File: src/rtl/uart_pkg.sv
// rtl/uart_pkg.sv - shared UART types, frame constants and baud helper
package uart_pkg;

  typedef enum logic [1:0] {IDLE, START, DATA, STOP} state_t;

  localparam int DATA_BITS = 8;
  localparam int STOP_BITS = 1;

  // Integer division on purpose: the small baud error is tolerated, no fractional accumulator.
  function automatic int calc_clks_per_bit(input int clk_freq, input int baud);
    return clk_freq / baud;
  endfunction

endpackage

File: src/rtl/uart_baud_gen.sv
// rtl/uart_baud_gen.sv - bit-time counter producing a pulse on the last cycle of each bit
module uart_baud_gen #(
  parameter int CLKS_PER_BIT = 4
) (
  input  logic clk,
  input  logic reset,
  input  logic clear,
  output logic bit_done
);

  localparam int CNT_W = $clog2(CLKS_PER_BIT);
  localparam logic [CNT_W-1:0] LAST = CNT_W'(CLKS_PER_BIT - 1);

  if (CLKS_PER_BIT < 2) begin : g_bad_cfg
    $error("uart_baud_gen: CLKS_PER_BIT must be at least 2");
  end

  logic [CNT_W-1:0] count;

  always_ff @(posedge clk) begin
    if (reset || clear) begin
      count <= '0;
    end else if (count == LAST) begin
      count <= '0;
    end else begin
      count <= count + 1'b1;
    end
  end

  assign bit_done = (count == LAST);

endmodule

File: src/rtl/uart_tx.sv
// rtl/uart_tx.sv - 8N1 UART transmitter with valid/ready byte input and registered TXD
module uart_tx
  import uart_pkg::*;
#(
  parameter int CLK_FREQ     = 27000000,
  parameter int BAUD         = 115200,
  parameter int CLKS_PER_BIT = calc_clks_per_bit(CLK_FREQ, BAUD)
) (
  input  logic       clk,
  input  logic       reset,
  input  logic [7:0] tx_data,
  input  logic       tx_valid,
  output logic       tx_ready,
  output logic       busy,
  output logic       TXD
);

  localparam logic [2:0] LAST_BIT = 3'(DATA_BITS - 1);

  state_t     state;
  logic [7:0] shift;
  logic [2:0] bit_idx;
  logic       txd_q;
  logic       busy_q;
  logic       idle_q;
  logic       bit_done;
  logic       accept;

  // Holding the counter clear while idle makes the start bit full length from the accept edge.
  uart_baud_gen #(
    .CLKS_PER_BIT(CLKS_PER_BIT)
  ) u_baud (
    .clk     (clk),
    .reset   (reset),
    .clear   (state == IDLE),
    .bit_done(bit_done)
  );

  assign tx_ready = idle_q && !reset;
  assign accept   = tx_valid && tx_ready;
  assign busy     = busy_q;
  assign TXD      = txd_q;

  always_ff @(posedge clk) begin
    if (reset) begin
      state   <= IDLE;
      shift   <= '0;
      bit_idx <= '0;
      txd_q   <= 1'b1;
      busy_q  <= 1'b0;
      idle_q  <= 1'b1;
    end else begin
      case (state)
        IDLE: begin
          if (accept) begin
            shift  <= tx_data;
            state  <= START;
            txd_q  <= 1'b0;
            busy_q <= 1'b1;
            idle_q <= 1'b0;
          end
        end
        START: begin
          if (bit_done) begin
            state   <= DATA;
            bit_idx <= '0;
            txd_q   <= shift[0];
          end
        end
        DATA: begin
          if (bit_done) begin
            if (bit_idx == LAST_BIT) begin
              state   <= STOP;
              bit_idx <= '0;
              txd_q   <= 1'b1;
            end else begin
              bit_idx <= bit_idx + 1'b1;
              shift   <= {1'b0, shift[7:1]};
              txd_q   <= shift[1];
            end
          end
        end
        STOP: begin
          if (bit_done) begin
            state  <= IDLE;
            busy_q <= 1'b0;
            idle_q <= 1'b1;
          end
        end
        default: state <= IDLE;
      endcase
    end
  end

endmodule

File: config.mk
export PLATFORM = sky130hd
export DESIGN_NAME = uart_tx
export DESIGN_NICKNAME = d
export VERILOG_FILES = /design/src/rtl/uart_pkg.sv /design/src/rtl/uart_baud_gen.sv /design/src/rtl/uart_tx.sv
export SDC_FILE = /design/constraint.sdc
export NUM_CORES = 1
export LEC_CHECK = 0
export BUFFER_PORTS_ARGS = -buffer_cell sky130_fd_sc_hd__buf_2
export CAP_MARGIN = 20
export CORE_AREA = 2 2 50 61
export DETAILED_ROUTE_END_ITERATION = 16
export DIE_AREA = 0 0 52 63
export GPL_ROUTABILITY_DRIVEN = 0
export PLACE_DENSITY_LB_ADDON = 0.12
export SYNTH_ARGS = -nofsm -noshare
export SYNTH_HDL_FRONTEND = slang
export SYNTH_HIERARCHICAL = 1
export SYNTH_SLANG_ARGS = --single-unit
File: constraint.sdc
create_clock -name clk -period 3.4 [get_ports clk]
set_input_delay 0.34 -clock clk [delete_from_list [all_inputs] [get_ports clk]]
set_output_delay 0.34 -clock clk [all_outputs]
set_load 0.05 [all_outputs]
# After elaboration in Yosys (flattened, before gate mapping)
# Cells that the tools add are included.
# word_totals
memories,0
romBits,0
register_bits,24
wordCells,59
out_inout_bits,3
ram_bits,0
latch_bits,0
# op_classes
eq_ne,11
multipliers,0
n_mux,24
reduce_logical,15
bitwise_logic,0
n_div,0
shifts,0
add_sub_neg,2
order_cmp,0
# op_table
operator,n
8-bit 2-to-1 mux,3
8-bit one-hot mux with 2 select lines,1
"2-bit != test, second input constant",6
2-bit 2-to-1 mux,5
3-bit 2-to-1 mux,3
"8-bit by 1-bit adder with 8-bit output, second input constant",1
"8-bit equality test, second input constant",1
2-bit one-hot mux with 4 select lines,1
4-bit AND reduction,2
1-bit 2-to-1 mux,7
3-bit one-hot mux with 2 select lines,1
3-bit AND reduction,2
2-bit nonzero test,3
5-bit AND reduction,1
"2-bit equality test, second input constant",2
1-bit one-hot mux with 2 select lines,2
"3-bit by 1-bit adder with 3-bit output, second input constant",1
"3-bit equality test, second input constant",1
1-bit one-hot mux with 3 select lines,1
3-bit nonzero test,1
"2-bit by 1-bit equality test with 1-bit output, second input constant",1
1-bit logical AND,2
2-bit logical NOT,1
2-bit OR reduction,1
other kinds (2),2

# Longest topological paths before layout
# Gate-level depths: netlist (run 1).
# logic_depth
ltp_word,5
ltp_mapped,8
ltp_nobuf,7

# By module
# The synthesis (run 1) kept the hierarchy.
# modules_own_cells
module,instances,seq_area_each_um2,area_each_um2,cells_each
uart_tx,1,320.3,944.7,103
uart_baud_gen,1,160.2,361.6,39

# Worst setup path after synthesis (run 1)
# OpenSTA, ideal clock, no wires.
# synth_timing
kind,register to register
from,reg u_baud.count[2]
to,reg bit_idx[0]
t_required_ns,3.330
setup_slack_ns,1.528
setup_ns,0.070
path_buffers,0
arrival_ns,1.802
stages_incl_launch_ff,6
synth_period_minus_slack_ns,1.872
path_cell_list,dfxtp_1 > or3b_1 > nor2_1 > o21ba_2 > or4b_1 > a21oi_1
# synth_between
elab_chain_len,3
# synth_rtl
element,line_no,rtl
start: declaration,uart_baud_gen.sv:18,logic [CNT_W-1:0] count;
start signal: assignment,uart_baud_gen.sv:26,count <= count + 1'b1;
8-bit equality test (*),uart_baud_gen.sv:30,assign bit_done = (count == LAST);
via bit_done,uart_tx.sv:26,logic bit_done;
2-bit != test (no line),n/a,
3-bit AND reduction (no line) (*),n/a,
end signal: assignment,uart_tx.sv:77,bit_idx <= bit_idx + 1'b1;
end: declaration,uart_tx.sv:22,logic [2:0] bit_idx;
# The timed path passes the listed nets; every way through them passes the cells marked *.
# A chain may end at the register's enable or synchronous reset.

# Worst setup path after layout (run 1)
# Ends and elaborated chain as after synthesis.

==> results of run 1 <==
## how the worst max path moves through the flow
stage,from,end,slack (ns),depth (start not counted)
after global placement,u_baud/count[2],shift[7],1.41,5
after floorplan,u_baud/count[2],bit_idx[0],1.53,5
final,u_baud/count[2],bit_idx[0],1.31,5
after CTS,u_baud/count[2],bit_idx[0],1.32,5
after global routing,u_baud/count[0],shift[7],1.17,6
after detailed placement,u_baud/count[2],bit_idx[0],1.34,5
## layout make-up
class	instances	area, um2
repair buffers	13	65.1
multi-input cells	105	772
inverters	8	30.0
fillers	274	1290
flip-flops and latches	24	480
well taps	34	42.5
clock buffers	3	22.5
## state kept, by name (all words and copies together) (netlist names)
signal / flops
shift: 8
idle_q: 1
TXD: 1
bit_idx: 3
u_baud/count: 8
state: 2
busy: 1
## Yosys cell counts (all sizes together)
master  instances
a211oi          1
a21oi           8
a221oi          1
a22o            1
a311oi          1
a31o            1
a41oi           1
and3            1
buf             2
clkbuf          3
dfxtp          24
ha             10
inv             8
mux2            7
mux2i           9
nand2          22
nand2b          1
nand3           4
nand3b          2
nand4           2
nand4b          1
nor2            8
nor2b           2
nor4            1
o211ai          1
o21ai           7
o21ba           2
o221a           1
o31ai           1
or2             1
or3             2
or3b            1
or4             1
or4b            1
xnor2           1
xor2            2
## kinds of logic (layout without fill, tap and decap cells)
kind of cell,after synthesis,after routing,synth area share [%]
AND/OR/NAND/NOR,50,50,20.2
buffers and inverters,13,24,4.12
flip-flops,24,24,36.8
AO/OA/AOI/OAI,26,26,14.4
XOR/XNOR,3,3,2.01
multiplexers,16,16,12.9
adder cells (fa/ha/maj),10,10,9.58
## cell usage in the layout, fill, tap and decap left out, types with 2 or more instances in the layout
cell and instances:
nand4_1 2, inv_1 8, o21ba_2 2, buf_2 13, o21ai_0 6, nand2_1 21
xor2_1 2, a21oi_1 7, clkbuf_4 3, nor2_1 8, or3_1 2, dfxtp_1 24
nor2b_1 2, mux2_2 7, nand3_1 4, mux2i_1 9, ha_1 10
## power groups by stage
| stage | combinational, W | clock (W) | sequential, W |
|---|---|---|---|
| after global routing | 0.000430 | 0.000146 | 0.000386 |
| after floorplan | 0.000298 | 0 | 0.000405 |
| after detailed placement | 0.000389 | 0 | 0.000384 |
| after global placement | 0.000378 | 0 | 0.000380 |
| after CTS | 0.000390 | 0.000133 | 0.000377 |
| final | 0.000386 | 0.000125 | 0.000376 |
## routing by layer
layer / share of wire [%] / routed length [um] / global-route usage [%] / vias up
li1: - / - / - / 525
met5: 0 / 0 / 0 / -
met1: 44 / 1070 / 20.0 / 490
met3: 1.7 / 42 / 2.15 / 3
met4: 1.5 / 37 / 10.2 / 0
met2: 52 / 1260 / 29.7 / 10
## worst max-delay path: cells and delay by family (launching register included)
family	cells	cell delay, ns
and+or+nand+nor	3	1.25
AOI/OAI and AO/OA	2	0.39
DFF	1	0.38
## stage by stage
| step | area [um2] | setup slack [ns] | hold WS (ns) | total power, W |
|---|---|---|---|---|
| floorplan | 1310 | 1.53 | 0.409 | 0.000703 |
| CTS | 1410 | 1.32 | 0.292 | 0.000899 |
| detailed placement | 1390 | 1.34 | 0.456 | 0.000772 |
| global route | 1410 | 1.17 | 0.289 | 0.000963 |
| finish | 1410 | 1.31 | 0.302 | 0.000887 |
| global placement | 1390 | 1.41 | 0.447 | 0.000758 |
==> run summary, run 1 <==
status -> completed
fin crit share -> 61.5%
Reg-to-Reg End -> bit_idx[0]
initial cell density of the core -> 48.3%
Post-DP HPWL -> 1810 um
clock share of power -> 14.1%
Worst Path Class, Setup -> flip-flop to flip-flop
Final Hold Viols -> 0
crit path DAT -> 2.34 ns
via density per instance -> 5.50
CORE AREA -> 0.00271 mm2
placed insts -> 184
# rows -> 21
PwrDens -> 628 mW/mm2
Worst Hold Launch -> reset
hold path endpoint -> bit_idx[1]
Critical Path Fanout Max -> 7
Syn Inst Count -> 142
io pins -> 14
maximum vdd drop -> 0.383 mV
clock buffer depth -> 2
die footprint -> 0.00328 mm2
drt pass-1 iters -> 4
drt total wl -> 2410 um
Seq pwr share -> 42.4%
CTS sink cnt -> 24
FMAX -> 479 MHz
required time of the worst setup path -> 3.65 ns
Period minus WS final -> 2.09 ns
CP cell instances -> or3b_1, nor2_1, o21ba_2, or4b_1, a21oi_1
Synth Cell Area -> 0.00131 mm2
Worst-Skew Late Latency -> 0.32 ns
Routed WL per cell -> 12.9 um
total vias in the final route -> 1028
Slowest cell on crit path -> or4b_1
die span in x -> 52 um
RSZ-0062 raised after global routing -> no
cts hold-fix bufs -> 0
worst hold path depth -> 2
TritonCTS buffer count -> 3
average size of a mapped cell -> 9.20 um2
Synth warnings -> 6
first-pass GRT wire length -> 4400 um
clk slew on worst S/H paths -> 0.12 ns
Root Driver -> clkbuf_4
share of post-route cells with drive strength above 1 -> 21.6%
port buffer count -> 13
GRT Util Overall -> 17.4%
Crit Reg-Reg Startpoint -> u_baud/count[2]
CP peak stage delay -> 0.47 ns
Antenna diodes -> 0
Finished Core Util -> 52.2%
leakage power total -> 0.594 nW
TritonCTS clock tree -> yes
Synth area leader -> dfxtp_1
P&R area growth vs syn -> 8.14%
number of global-route vias before repair -> 1073
# nets final -> 176
largest cells by area after synthesis -> dfxtp_1 (37%), ha_1 (9.6%), mux2i_1 (6.9%)
max-slew headroom at the worst pin -> 60.4%
switching share of power -> 39.0%
largest net degree at the start of global routing -> 21
initial drt markers -> 24
crit path launch type -> flip-flop
area fraction of the dominant cell type after synthesis -> 36.8%
setup_tns -> 0 ns
CTS resizes -> 0
cells on worst reg2reg path -> 5
Slew Limit Fails -> 0
Hold WC Path Type -> primary input to flip-flop
Max-cap violations -> 0
Antenna Nets Post-Route -> 0
DIE HEIGHT -> 63 um
final clock skew -> 0.00842 ns
Gate power share -> 43.5%
final setup vio count -> 0
Final Non-Filler Cells -> 187
Cell variety after synth -> 41
CTS H-tree lvls -> 1
flops & latches, synth -> 24
Internal -> 0.000542 W
Post-CTS Setup Bufs -> 0
Net Switching -> 0.000346 W
critical path endpoint category -> flip-flop
grt total ovfl -> 0
drt drc -> 0
antenna violations before repair -> 0
worst-margin pin slew -> 0.594 ns
Reg2Reg Setup Slack -> 1.31 ns
sequential-to-total area share from yosys stat -> 36.8%
Synth Net Count -> 163
Power figures use the tool's default switching activity.
==> run 2: changes to the inputs <==
==> constraint.sdc (replaced) <==
create_clock -name clk -period 2.2 [get_ports clk]
set_input_delay 0.22 -clock clk [delete_from_list [all_inputs] [get_ports clk]]
set_output_delay 0.22 -clock clk [all_outputs]
set_load 0.05 [all_outputs]
==> run summary, run 2 (synthesis results as in run 1) <==
status -> completed (unchanged)
Routed WL per cell -> 12.9 um (about the same)
via density per instance -> 5.50 (unchanged)
final setup vio count -> 0 (unchanged)
largest registers -> shift (8), u_baud/count (8), bit_idx (3) (unchanged)
crit path launch type -> flip-flop (unchanged)
total power -> 0.00137 W (was 0.000887 W)
drt total wl -> 2420 um (was 2410 um)
critical path endpoint category -> flip-flop (unchanged)
GRT Util Overall -> 17.4% (unchanged)
FMAX -> 505 MHz (was 479 MHz)
number of global-route vias before repair -> 1073 (unchanged)
antenna violations before repair -> 0 (unchanged)
max-slew headroom at the worst pin -> 60.4% (about the same)
Post-DP HPWL -> 1810 um (unchanged)
Antenna diodes -> 0 (unchanged)
maximum vdd drop -> 0.592 mV (was 0.383 mV)
Hold WC Path Type -> primary input to flip-flop (unchanged)
port buffer count -> 13 (unchanged)
Period minus WS final -> 1.98 ns (was 2.09 ns)
P&R area growth vs syn -> 8.33% (was 8.14%)
# nets final -> 176 (unchanged)
Final Non-Filler Cells -> 187 (unchanged)
drt pass-1 iters -> 4 (unchanged)
Root Driver -> clkbuf_4 (unchanged)
leakage power total -> 0.594 nW (about the same)
PwrDens -> 969 mW/mm2 (was 628 mW/mm2)
Finished Core Util -> 52.3% (was 52.2%)
TritonCTS buffer count -> 3 (unchanged)
final clock skew -> 0.00842 ns (about the same)
GRT busiest layer -> met2 (unchanged)
grt total ovfl -> 0 (unchanged)
CTS sink cnt -> 24 (unchanged)
TritonCTS clock tree -> yes (unchanged)
largest net degree at the start of global routing -> 21 (unchanged)
Fin Hold WS -> 0.183 ns (was 0.302 ns)
clk slew on worst S/H paths -> 0.12 ns (about the same)
Post-CTS Setup Bufs -> 0 (unchanged)
Antenna Nets Post-Route -> 0 (unchanged)
initial cell density of the core -> 48.3% (unchanged)
CTS H-tree lvls -> 1 (unchanged)
met3 Use GR -> 2.15% (unchanged)
RSZ-0062 raised after global routing -> no (unchanged)
worst-margin pin slew -> 0.594 ns (about the same)
DIE HEIGHT -> 63 um (unchanged)
# rows -> 21 (unchanged)
Final Hold Viols -> 0 (unchanged)
cts hold-fix bufs -> 0 (unchanged)
fin crit share -> 90.0% (was 61.5%)
crit path DAT -> 2.23 ns (was 2.34 ns)
clock buffer depth -> 2 (unchanged)
placed insts -> 184 (unchanged)
share of post-route cells with drive strength above 1 -> 22.2% (was 21.6%)
Critical Path Fanout Max -> 7 (unchanged)
Worst-Skew Late Latency -> 0.32 ns (about the same)
total vias in the final route -> 1028 (unchanged)
initial drt markers -> 24 (unchanged)
commonest non-fill, non-tap cell in the layout -> dfxtp_1 (unchanged)
Slew Limit Fails -> 0 (unchanged)
Reg2Reg Setup Slack -> 0.22 ns (was 1.31 ns)
first-pass GRT wire length -> 4400 um (unchanged)
Max-cap violations -> 0 (unchanged)
io pins -> 14 (unchanged)
die span in x -> 52 um (unchanged)
CTS resizes -> 0 (unchanged)
Worst Path Class, Setup -> flip-flop to flip-flop (unchanged)
most frequent cells in the layout -> dfxtp_1 (24), nand2_1 (21), buf_2 (13), ha_1 (10), mux2i_1 (9) (unchanged)
required time of the worst setup path -> 2.45 ns (was 3.65 ns)
drt drc -> 0 (unchanged)
CORE AREA -> 0.00271 mm2 (unchanged)
M2 GR Usage -> 29.7% (unchanged)
met1 Use GR -> 20.0% (unchanged)
die footprint -> 0.00328 mm2 (unchanged)
setup_tns -> 0 ns (unchanged)
run 2: layout make-up:
type / instances / area, um2
clock buffer: 3 / 22.5
fill: 273 / 1290
inverter: 8 / 30.0
sequential: 24 / 480
timing repair buffer: 13 / 65.1
tap: 34 / 42.5
multi-input combinational: 105 / 774
run 2: critical path, stage by stage, from the launching register on:
cell,delay (ns)
dfxtp_1,0.38
or3b_1,0.45
nor2_2,0.24
o21ba_2,0.23
or4b_1,0.47
a21oi_1,0.14
run 2: path summary, 6_finish.rpt:
check	cells after the start	end	startpoint
min	2	bit_idx[1]	reset
max	5	bit_idx[0]	u_baud/count[2]
min reg2reg	2	shift[6]	shift[6]
max reg2reg	5	bit_idx[0]	u_baud/count[2]
run 2: stage by stage:
step           worst slack, ns  instance area, um2
2_1_floorplan            0.328                1310
4_1_cts                  0.124                1410
3_3_place_gp             0.206                1390
3_5_place_dp             0.144                1390
6_report                 0.220                1420
5_1_grt                 0.0734                1420
run 2: layer usage:
layer	routed length [um]	share of wire, %	up-vias
met2	1260	52	10
met5	0	0	-
li1	-	-	525
met1	1070	44	490
met3	42	1.7	3
met4	37	1.5	0
run 2: power breakdown:
group / switching (W) / total, W / internal, W
clock network: 0.000129 / 0.000194 / 0.0000642
logic: 0.000344 / 0.000597 / 0.000252
registers: 0.0000606 / 0.000581 / 0.000520
